`src/rtl/turf_pkg.sv`:
```
// Shared definitions for the round controller: field widths, colour codes,
// the controller state encoding and the winner tie-break helper.
package turf_pkg;

  localparam int X_W    = 8;
  localparam int Y_W    = 7;
  localparam int ADDR_W = X_W + Y_W;

  // Last arena cell swept by CLEAR and SCAN (x=158, y=119)
  localparam logic [ADDR_W-1:0] DEFAULT_ADDR_LAST = 15'h4F77;

  localparam logic [2:0] COL_BLANK = 3'b000;
  localparam logic [2:0] COL_P1    = 3'b001;
  localparam logic [2:0] COL_P2    = 3'b010;
  localparam logic [2:0] COL_P3    = 3'b100;
  localparam logic [2:0] COL_P4    = 3'b110;

  typedef enum logic [3:0] {
    ST_IDLE,
    ST_CLEAR,
    ST_RUN,
    ST_PAINT1,
    ST_PAINT2,
    ST_PAINT3,
    ST_PAINT4,
    ST_SCAN,
    ST_DRAIN,
    ST_DECIDE,
    ST_DONE
  } state_t;

  // Index of the largest count; only a strictly larger count displaces the
  // current best, so ties resolve to the lowest player index.
  function automatic logic [1:0] pick_winner(input logic [ADDR_W-1:0] c1,
                                             input logic [ADDR_W-1:0] c2,
                                             input logic [ADDR_W-1:0] c3,
                                             input logic [ADDR_W-1:0] c4);
    logic [1:0]        best;
    logic [ADDR_W-1:0] best_cnt;
    best     = 2'd0;
    best_cnt = c1;
    if (c2 > best_cnt) begin
      best     = 2'd1;
      best_cnt = c2;
    end
    if (c3 > best_cnt) begin
      best     = 2'd2;
      best_cnt = c3;
    end
    if (c4 > best_cnt) begin
      best = 2'd3;
    end
    return best;
  endfunction

endpackage

```
`src/rtl/round_controller_if.sv`:
```
// Single-port paint RAM bus. The controller is the master and drives
// address, write data and write enable; the RAM returns read data.
interface round_controller_if;
  import turf_pkg::*;

  logic [ADDR_W-1:0] ram_address;
  logic [2:0]        ram_data;
  logic              ram_wren;
  logic [2:0]        ram_rdata;

  modport master (output ram_address, output ram_data, output ram_wren,
                  input  ram_rdata);
  modport slave  (input  ram_address, input  ram_data, input  ram_wren,
                  output ram_rdata);
endinterface

```
`src/rtl/round_controller_score_tally.sv`:
```
// score_tally: tags returning SCAN reads with a valid shift register that
// matches the RAM read latency, counts cells per player colour, and latches
// the winning index when told to decide.
module score_tally
  import turf_pkg::*;
#(
  parameter int RD_LATENCY = 1
) (
  input  logic              clk,
  input  logic              resetn,
  input  logic              clear,
  input  logic              issue,
  input  logic              decide,
  input  logic [2:0]        rdata,
  output logic [ADDR_W-1:0] p1_count,
  output logic [ADDR_W-1:0] p2_count,
  output logic [ADDR_W-1:0] p3_count,
  output logic [ADDR_W-1:0] p4_count,
  output logic [1:0]        winner
);

  logic [RD_LATENCY-1:0] vld;

  // Delay each issued read by the RAM latency so the tail bit marks valid rdata
  always_ff @(posedge clk) begin
    if (!resetn || clear) begin
      vld <= '0;
    end else begin
      vld[0] <= issue;
      for (int i = 1; i < RD_LATENCY; i++) begin
        vld[i] <= vld[i-1];
      end
    end
  end

  // Count tagged cells by colour; blank and unknown codes are ignored
  always_ff @(posedge clk) begin
    if (!resetn || clear) begin
      p1_count <= '0;
      p2_count <= '0;
      p3_count <= '0;
      p4_count <= '0;
    end else if (vld[RD_LATENCY-1]) begin
      case (rdata)
        COL_P1:  p1_count <= p1_count + ADDR_W'(1);
        COL_P2:  p2_count <= p2_count + ADDR_W'(1);
        COL_P3:  p3_count <= p3_count + ADDR_W'(1);
        COL_P4:  p4_count <= p4_count + ADDR_W'(1);
        default: ;
      endcase
    end
  end

  // Latch the winner once all reads have retired
  always_ff @(posedge clk) begin
    if (!resetn || clear) begin
      winner <= 2'd0;
    end else if (decide) begin
      winner <= pick_winner(p1_count, p2_count, p3_count, p4_count);
    end
  end

endmodule

```
`src/rtl/round_controller.sv`:
```
// round_controller: owns the paint RAM port and sequences one game round
// (CLEAR, RUN/PAINT, SCAN, DRAIN, DECIDE, DONE).
// Optional feature macro ROUND_PAUSE_EN adds a 'pause' input that freezes
// tick acceptance while in RUN.
module round_controller
  import turf_pkg::*;
#(
  parameter int                ROUND_TICKS = 3600,
  parameter logic [ADDR_W-1:0] ADDR_LAST   = DEFAULT_ADDR_LAST,
  parameter int                RD_LATENCY  = 1
) (
  input  logic                 CLOCK_50,
  input  logic                 resetn,
  input  logic                 start,
  input  logic                 move_tick,
`ifdef ROUND_PAUSE_EN
  input  logic                 pause,
`endif
  input  logic [ADDR_W-1:0]    p1,
  input  logic [ADDR_W-1:0]    p2,
  input  logic [ADDR_W-1:0]    p3,
  input  logic [ADDR_W-1:0]    p4,
  round_controller_if.master   ram,
  output logic                 move_en,
  output logic                 running,
  output logic [ADDR_W-1:0]    p1_count,
  output logic [ADDR_W-1:0]    p2_count,
  output logic [ADDR_W-1:0]    p3_count,
  output logic [ADDR_W-1:0]    p4_count,
  output logic [1:0]           winner,
  output logic                 winner_valid
);

  // A zero-length round still plays one tick
  localparam int EFF_TICKS = (ROUND_TICKS == 0) ? 1 : ROUND_TICKS;
  localparam int TICK_W    = $clog2(EFF_TICKS + 1);
  localparam int DRAIN_W   = $clog2(RD_LATENCY + 1);

  state_t             state;
  state_t             state_nxt;
  logic [ADDR_W-1:0]  addr_cnt;
  logic [TICK_W-1:0]  tick_cnt;
  logic [DRAIN_W-1:0] drain_cnt;
  logic               tick_ok;
  logic               clear_round;
  logic               issue;
  logic               decide;

`ifdef ROUND_PAUSE_EN
  assign tick_ok = move_tick & ~pause;
`else
  assign tick_ok = move_tick;
`endif

  // State register
  always_ff @(posedge CLOCK_50) begin
    if (!resetn) begin
      state <= ST_IDLE;
    end else begin
      state <= state_nxt;
    end
  end

  // Next-state decode and the RAM/handshake outputs for the current state
  always_comb begin
    state_nxt       = state;
    ram.ram_wren    = 1'b0;
    ram.ram_address = '0;
    ram.ram_data    = COL_BLANK;
    move_en         = 1'b0;
    running         = 1'b0;
    winner_valid    = 1'b0;
    clear_round     = 1'b0;
    issue           = 1'b0;
    decide          = 1'b0;
    case (state)
      ST_IDLE: begin
        if (start) begin
          state_nxt   = ST_CLEAR;
          clear_round = 1'b1;
        end
      end
      ST_CLEAR: begin
        ram.ram_wren    = 1'b1;
        ram.ram_address = addr_cnt;
        if (addr_cnt == ADDR_LAST) state_nxt = ST_RUN;
      end
      ST_RUN: begin
        running = 1'b1;
        move_en = tick_ok;
        if (tick_ok) state_nxt = ST_PAINT1;
      end
      ST_PAINT1: begin
        running         = 1'b1;
        ram.ram_wren    = 1'b1;
        ram.ram_address = p1;
        ram.ram_data    = COL_P1;
        state_nxt       = ST_PAINT2;
      end
      ST_PAINT2: begin
        running         = 1'b1;
        ram.ram_wren    = 1'b1;
        ram.ram_address = p2;
        ram.ram_data    = COL_P2;
        state_nxt       = ST_PAINT3;
      end
      ST_PAINT3: begin
        running         = 1'b1;
        ram.ram_wren    = 1'b1;
        ram.ram_address = p3;
        ram.ram_data    = COL_P3;
        state_nxt       = ST_PAINT4;
      end
      ST_PAINT4: begin
        running         = 1'b1;
        ram.ram_wren    = 1'b1;
        ram.ram_address = p4;
        ram.ram_data    = COL_P4;
        if (tick_cnt == TICK_W'(EFF_TICKS)) state_nxt = ST_SCAN;
        else                                state_nxt = ST_RUN;
      end
      ST_SCAN: begin
        ram.ram_address = addr_cnt;
        issue           = 1'b1;
        if (addr_cnt == ADDR_LAST) state_nxt = ST_DRAIN;
      end
      ST_DRAIN: begin
        if (drain_cnt == DRAIN_W'(RD_LATENCY - 1)) state_nxt = ST_DECIDE;
      end
      ST_DECIDE: begin
        decide    = 1'b1;
        state_nxt = ST_DONE;
      end
      ST_DONE: begin
        winner_valid = 1'b1;
        if (start) begin
          state_nxt   = ST_CLEAR;
          clear_round = 1'b1;
        end
      end
      default: state_nxt = ST_IDLE;
    endcase
  end

  // Sweep address, accepted-tick and drain counters
  always_ff @(posedge CLOCK_50) begin
    if (!resetn) begin
      addr_cnt  <= '0;
      tick_cnt  <= '0;
      drain_cnt <= '0;
    end else begin
      if (clear_round) begin
        addr_cnt <= '0;
        tick_cnt <= '0;
      end else begin
        if (state == ST_CLEAR || state == ST_SCAN) begin
          addr_cnt <= (addr_cnt == ADDR_LAST) ? '0 : addr_cnt + ADDR_W'(1);
        end
        if (state == ST_RUN && tick_ok) begin
          tick_cnt <= tick_cnt + TICK_W'(1);
        end
      end
      drain_cnt <= (state == ST_DRAIN) ? drain_cnt + DRAIN_W'(1) : '0;
    end
  end

  score_tally #(
    .RD_LATENCY (RD_LATENCY)
  ) u_tally (
    .clk      (CLOCK_50),
    .resetn   (resetn),
    .clear    (clear_round),
    .issue    (issue),
    .decide   (decide),
    .rdata    (ram.ram_rdata),
    .p1_count (p1_count),
    .p2_count (p2_count),
    .p3_count (p3_count),
    .p4_count (p4_count),
    .winner   (winner)
  );

endmodule

```
`src/flat_wrapper.sv`:
```
// flat-port wrapper written by rule: the top's interface ports become plain ports
module round_controller_flat import turf_pkg::*;
#(
  parameter int                ROUND_TICKS = 3600,
  parameter logic [ADDR_W-1:0] ADDR_LAST   = DEFAULT_ADDR_LAST,
  parameter int                RD_LATENCY  = 1
)
  (CLOCK_50, resetn, start, move_tick, p1, p2, p3, p4, move_en, running, p1_count, p2_count, p3_count, p4_count, winner, winner_valid, ram_ram_address, ram_ram_data, ram_ram_wren, ram_ram_rdata);
  round_controller_if ram_i ();
  input  logic CLOCK_50;
  input  logic resetn;
  input  logic start;
  input  logic move_tick;
  input  logic [ADDR_W-1:0] p1;
  input  logic [ADDR_W-1:0] p2;
  input  logic [ADDR_W-1:0] p3;
  input  logic [ADDR_W-1:0] p4;
  output logic move_en;
  output logic running;
  output logic [ADDR_W-1:0] p1_count;
  output logic [ADDR_W-1:0] p2_count;
  output logic [ADDR_W-1:0] p3_count;
  output logic [ADDR_W-1:0] p4_count;
  output logic [1:0] winner;
  output logic winner_valid;
  output wire logic [$bits(ram_i.ram_address)-1:0] ram_ram_address;
  output wire logic [$bits(ram_i.ram_data)-1:0] ram_ram_data;
  output wire logic [$bits(ram_i.ram_wren)-1:0] ram_ram_wren;
  input wire logic [$bits(ram_i.ram_rdata)-1:0] ram_ram_rdata;
  assign ram_ram_address = ram_i.ram_address;
  assign ram_ram_data = ram_i.ram_data;
  assign ram_ram_wren = ram_i.ram_wren;
  assign ram_i.ram_rdata = ram_ram_rdata;
  round_controller #(.ROUND_TICKS(ROUND_TICKS), .ADDR_LAST(ADDR_LAST), .RD_LATENCY(RD_LATENCY)) u_core (.CLOCK_50(CLOCK_50), .resetn(resetn), .start(start), .move_tick(move_tick), .p1(p1), .p2(p2), .p3(p3), .p4(p4), .ram(ram_i), .move_en(move_en), .running(running), .p1_count(p1_count), .p2_count(p2_count), .p3_count(p3_count), .p4_count(p4_count), .winner(winner), .winner_valid(winner_valid));
endmodule
```
`config.mk`:
```
export PLATFORM = sky130hd
export DESIGN_NAME = round_controller_flat
export DESIGN_NICKNAME = d
export VERILOG_FILES = /design/src/rtl/turf_pkg.sv /design/src/rtl/round_controller_if.sv /design/src/rtl/round_controller_score_tally.sv /design/src/rtl/round_controller.sv /design/src/flat_wrapper.sv
export SDC_FILE = /design/constraint.sdc
export NUM_CORES = 1
export LEC_CHECK = 0
export CAP_MARGIN = 20
export CORE_MARGIN = 1
export CORE_UTILIZATION = 45
export CTS_CLUSTER_DIAMETER = 150
export DETAILED_ROUTE_END_ITERATION = 6
export PLACE_DENSITY = 0.79
export SLEW_MARGIN = 20
export SYNTH_ARGS = -nofsm -noshare
export SYNTH_HDL_FRONTEND = slang
export SYNTH_SLANG_ARGS = --single-unit
```
`constraint.sdc`:
```
create_clock -name CLOCK_50 -period 4.8 [get_ports CLOCK_50]
set_input_delay 0.48 -clock CLOCK_50 [delete_from_list [all_inputs] [get_ports CLOCK_50]]
set_output_delay 0.48 -clock CLOCK_50 [all_outputs]
set_load 0.05 [all_outputs]
```
==> After elaboration in Yosys (flattened, before gate mapping) <==
Cells that the tools add are included.
{ "totals": {"register_bits": 95, "latchBits": 0, "ram_bits": 0, "mem_bits_ro": 0, "inputBits": 67, "out_inout_bits": 84, "memories": 0} }
{ "op_classes": {"addsub": 7, "n_mul": 0, "n_div": 0, "n_lt_le_gt_ge": 3, "n_eq_ne": 21, "n_shift": 0, "n_mux": 27, "bitwise": 1, "n_reduce_logical": 16} }
{ "ops": {"columns": ["cell", "n"], "rows": [
  ["15-bit two-way mux", 7],
  ["15-bit by 1-bit adder with 15-bit output (second input constant)", 5],
  ["15-bit case mux with 5 select lines", 1],
  ["15-bit greater-than comparator", 3],
  ["4-bit case mux with 10 select lines", 1],
  ["4-bit two-way mux", 5],
  ["4-bit by 3-bit == test with 1-bit output (second input constant)", 4],
  ["15-bit == test (second input constant)", 1],
  ["12-bit by 1-bit adder with 12-bit output (second input constant)", 1],
  ["12-bit == test (second input constant)", 1],
  ["4-bit == test (second input constant)", 3],
  ["3-bit case mux with 4 select lines", 1],
  ["2-bit AND reduction", 5],
  ["5-bit OR reduction", 2],
  ["1-bit two-way mux", 9],
  ["4-bit by 2-bit == test with 1-bit output (second input constant)", 2],
  ["3-bit == test (second input constant)", 2],
  ["2-bit by 1-bit inequality test with 1-bit output (second input constant)", 3],
  ["2-bit OR reduction", 3],
  ["5-bit AND reduction", 1],
  ["4-bit by 1-bit == test with 1-bit output (second input constant)", 1],
  ["4-bit zero test", 1],
  ["2-bit two-way mux", 2],
  ["2-bit inequality test (second input constant)", 2],
  ["8 further kinds", 9]
]} }

==> Logic depth before layout (Yosys ltp) <==
{ "logic_depth": {"ltp_word": 11, "ltp_mapped": 23, "depth_no_buf": 21} }

==> By module <==
Synthesis repeated with hierarchy kept, for this count alone.
{ "unflattened": {"hier_cells": 757, "area_unflattened_um2": 6374.9} }
{ "by_module_without_submodules": {"columns": ["module", "instances", "cells_each", "area_each_um2", "seq_area_each_um2"], "rows": [
  ["score_tally", 1, 467, 4055.1, 1261.2],
  ["round_controller", 1, 290, 2319.7, 640.6]
]} }

==> Least setup slack after synthesis <==
Ideal clock, no wire load.
{ "synth_timing": {"path_kind": "register to register", "from": "register u_core.u_tally.p1_count[5]", "to": "register u_core.u_tally.winner[1]", "t_arrival_ps": 5109, "required_time_ps": 4661, "path_slack_ps": -448, "stages_incl_launch_ff": 24, "period_less_slack_ps": 5248, "cell_sequence": "dfxtp_1 inv_1 ha_1 nand4_1 a21oi_1 o21ai_1 a41oi_4 buf_8 mux2i_1 ha_1 a21oi_1 o21ai_0 a221oi_1 a21oi_1 inv_2 buf_2 mux2_2 ha_1 a21o_1 a221o_1 a221oi_1 o21ai_1 a21oi_1 a221oi_1"} }
{ "synth_between": {"elab_chain_cells": 10, "word_cells_on_any_way": 11} }
{ "synth_rtl": {"columns": ["item", "line_no", "text"], "rows": [
  ["start: declaration", "round_controller_score_tally.sv:15", "output logic [ADDR_W-1:0] p1_count,"],
  ["start signal: assignment", "round_controller_score_tally.sv:45", "COL_P1: p1_count <= p1_count + ADDR_W'(1);"],
  ["15-bit greater-than comparator", "turf_pkg.sv:42", "if (c2 > best_cnt) begin"],
  ["15-bit two-way mux *", "turf_pkg.sv:42", null],
  ["15-bit two-way mux *", "round_controller_score_tally.sv:58", "end else if (decide) begin"],
  ["15-bit two-way mux *", "round_controller_score_tally.sv:56", "if (!resetn || clear) begin"],
  ["15-bit greater-than comparator", "turf_pkg.sv:46", "if (c3 > best_cnt) begin"],
  ["15-bit two-way mux", "turf_pkg.sv:46", null],
  ["15-bit two-way mux", "round_controller_score_tally.sv:58", null],
  ["15-bit two-way mux", "round_controller_score_tally.sv:56", null],
  ["15-bit greater-than comparator", "turf_pkg.sv:50", "if (c4 > best_cnt) begin"],
  ["2-bit two-way mux *", "turf_pkg.sv:50", null],
  ["end signal: assignment", "round_controller_score_tally.sv:59", "winner <= pick_winner(p1_count, p2_count, p3_count, p4_count);"],
  ["end: declaration", "round_controller_score_tally.sv:19", "output logic [1:0] winner"]
]} }
Every way passes the cells marked *; elsewhere a longest branch is shown, timed or not. The select of a mux whose other input is x is not followed.
A chain may end at the register's enable or synchronous reset.

==> Worst setup path after layout <==
{ "layout_timing": {"from": "register u_core.u_tally.p1_count[12]", "to": "register u_core.u_tally.winner[1]"} }
The elaborated chain is that of the path after synthesis.

==> results.json <==
{
  "skew_ns": 0.00868,
  "hold_ws_ns": 0.517,
  "worst_r2r_endpoint": "u_core.u_tally.winner[1]",
  "grt_pass1_wl_microns": 26400,
  "placed_cell_area_sq_um": 8020,
  "finalSetupTns_ns": -0.361,
  "ys_warn_count": 0,
  "die_y_microns": 118,
  "path_class": "reg -> reg",
  "violations": "setup timing",
  "hold_path_depth": 2,
  "combPwrFrac_pct": 36.0,
  "drt-total-wl_microns": 18500,
  "yosysTopAreaCellShare_pct": 31.1,
  "cts_hold_buf": 0,
  "layout-drive-gt1-share_pct": 19.5,
  "clk_latency_ns": 0.35,
  "finalSetupViolations": 2,
  "grt_max_degree": 44,
  "gp_congestion": 0.872,
  "crit_arrival_ns": 5.18,
  "required_ns": 4.99,
  "io_buffers": 150,
  "synthFlopType": "dfxtp_1",
  "grt_pass1_vias": 5577,
  "cts_root_buffer": "clkbuf_16",
  "grt_overflow": 0,
  "cp_max_fo": 6,
  "vdd.ir_drop.worst_mv": 0.426,
  "num_vias": 6143,
  "vias_per_cell": 5.66,
  "ys_ff_latch": 95,
  "dr.pass1.iters": 6,
  "yosysMostFrequentCell": "nor2_1",
  "swShare_pct": 38.1,
  "synth_cells": 733,
  "period_needed_ns": 4.98,
  "rows": 42,
  "intPower_mw": 1.51,
  "area_growth_pct": 45.9,
  "cts_max_level": 3,
  "place_hpwl_microns": 12600,
  "antenna-diode-count": 0,
  "synth_cell_types": 55,
  "setup_ws_ns": -0.184,
  "grt_usage_pct": 23.6,
  "drt-initial-drc-count": 373,
  "synthTopCellsByCount": "nor2_1 (116), dfxtp_1 (95), ha_1 (52)",
  "finalHoldViolations": 0,
  "antenna_left": 0,
  "io_pins": 151,
  "grt_antenna_before_repair": 0,
  "synth_edf_count": 0,
  "async_reset_ff_share_pct": 0,
  "min-delay-start": "u_core.u_tally.winner[0]",
  "rsz0062_at_grt": "true",
  "slew_violations": 0,
  "cp-end-kind": "flip-flop",
  "power_mw": 2.44,
  "yosysTopAreaCell": "dfxtp_1",
  "setup.worst_path.start_class": "flip-flop",
  "min_to": "u_core.u_tally.winner[0]",
  "cts_buffers": 9,
  "p_per_area_nw_per_um2": 274,
  "p_seq_share_pct": 35.0,
  "ys_top_cells_by_area": "dfxtp_1 (31%), ha_1 (11%), nor2_1 (7.1%)",
  "clkTransAtPathRegs_ns": 0.07,
  "hp-class": "reg -> reg",
  "worstRegToRegCells": 21,
  "r2r-start": "u_core.u_tally.p1_count[12]",
  "dieArea_sq_um": 14000,
  "nets": 1024,
  "avgSynthCellArea_sq_um": 8.33,
  "clock_tree.buffer_depth": 2,
  "p_sw_uw": 928,
  "p_leak_nw": 3.27,
  "period_share_pct": 104,
  "tightest_slew_ns": 0.865,
  "status": "finished, violations left",
  "drc": 0,
  "fmax_ghz": 0.201,
  "clock_sinks": 95,
  "reg2reg_slack_ns": -0.18,
  "wl_per_cell_microns": 17.0,
  "place_ws_ns": -0.0367,
  "start_util_pct": 46.1,
  "die_x_microns": 118,
  "netlist_area_sq_um": 6110,
  "final_area_sq_um": 8910,
  "cts_tree": "built",
  "cap_viol_max_count": 0,
  "num-fill-cells": 1028,
  "synth_seq_area_share_pct": 31.1,
  "slew_headroom_pct": 42.0,
  "p_clk_share_pct": 29.0,
  "synth_nets": 852,
  "coreArea_sq_um": 13200
}
-- metal layers --
metal / vias to the layer above / GRT usage (%) / part of all wire [%]
li1: 2946 / - / -
met1: 2877 / 27.1 / 39
met2: 262 / 42.2 / 51
met3: 58 / 4.49 / 6.0
met4: 0 / 10.7 / 3.7
met5: - / 0 / 0
-- timing repair --
action                                  in CTS  in global routing
pin swaps                                    0                 28
setup buffers                                2                 11
gates cloned                                 0                  1
endpoints found under the setup margin       2                  2
resized for setup                            4                 72
-- layout make-up --
type	instances	area [sq um]	area share [%]
Multi-Input combinational cell	565	4390	49.3
Clock buffer	12	278	3.12
Clock inverter	3	15.0	0.169
Timing Repair Buffer	193	1870	21.0
Inverter	41	156	1.76
Tap cell	176	220	2.47
Sequential cell	95	1980	22.2
-- per-stage QoR --
stage | std cells | util [%]
floorplan | 733 | -
global placement | 1056 | 60.5
detailed placement | 1056 | 60.5
CTS | 1073 | 63.0
global route | 1085 | 67.3
finish | 1085 | 67.3
-- power by group through the flow --
| stage | sequential (mW) | clock (mW) | combinational, mW |
|---|---|---|---|
| 2_1_floorplan | 0.829 | 0 | 0.626 |
| 3_3_place_gp | 0.870 | 0 | 0.864 |
| 3_5_place_dp | 0.870 | 0 | 0.872 |
| 4_1_cts | 0.852 | 0.718 | 0.876 |
| 5_1_grt | 0.860 | 0.753 | 0.933 |
| 6_report | 0.853 | 0.707 | 0.877 |
-- registers in the layout (all words and copies together) (netlist names) --
name / flops
u_core.u_tally.p3_count: 15
u_core.u_tally.winner: 2
u_core.tick_cnt: 12
u_core.u_tally.p1_count: 15
u_core.state: 4
u_core.u_tally.p2_count: 15
u_core.u_tally.p4_count: 15
u_core.drain_cnt: 1
u_core.addr_cnt: 15
u_core.u_tally.vld: 1
-- placed cells by master (no fill, tap or decap), types with 14 or more instances in the layout --
cell / n
a21oi_1: 19
a222oi_1: 14
a22oi_1: 16
buf_4: 37
clkdlybuf4s50_1: 150
dfxtp_1: 65
dfxtp_2: 15
dfxtp_4: 15
ha_1: 35
ha_4: 17
inv_1: 29
nand2_1: 50
nand3_1: 31
nand4_1: 29
nor2_1: 116
xnor2_1: 44
xor2_1: 32
-- cell families (layout without fill, tap and decap cells) --
| logic type | Yosys count | after routing | share of synthesized area, % |
|---|---|---|---|
| AND/OR/NAND/NOR | 307 | 307 | 25.1 |
| AO/OA/AOI/OAI | 95 | 95 | 11.2 |
| flip-flops | 95 | 95 | 31.1 |
| XOR/XNOR | 76 | 76 | 10.9 |
| buffers and inverters | 73 | 249 | 4.96 |
| adder cells (fa/ha/maj) | 52 | 52 | 10.7 |
| multiplexers | 35 | 35 | 6.05 |
-- worst max-delay path, stage by stage, from the launching register on --
cell      delay, ns
dfxtp_4        0.37
inv_2          0.07
ha_4           0.28
nand4_1        0.20
buf_4          0.21
nand2b_4       0.14
a41oi_4        0.23
buf_12         0.20
mux2i_4        0.33
ha_4           0.27
and4_1         0.22
a221oi_2       0.27
a21oi_2        0.10
inv_2          0.19
buf_6          0.14
mux2_2         0.35
ha_1           0.31
and4_4         0.24
nand3_2        0.08
or3_1          0.34
a21oi_2        0.21
a221oi_2       0.08
-- worst max-delay path by stage --
stage	endpoint	depth (start not counted)	startpoint	slack, ns
floorplan	u_core.u_tally.winner[1]	23	u_core.u_tally.p1_count[4]	0.01
global placement	u_core.u_tally.winner[0]	22	u_core.u_tally.p1_count[10]	0.06
detailed placement	u_core.u_tally.winner[0]	21	u_core.u_tally.p1_count[10]	-0.04
CTS	u_core.u_tally.winner[1]	22	u_core.u_tally.p1_count[10]	0.02
global route	u_core.u_tally.winner[1]	22	u_core.u_tally.p1_count[12]	-0.32
finish	u_core.u_tally.winner[1]	21	u_core.u_tally.p1_count[12]	-0.18
Note: power is estimated with default switching activity, not from simulation.
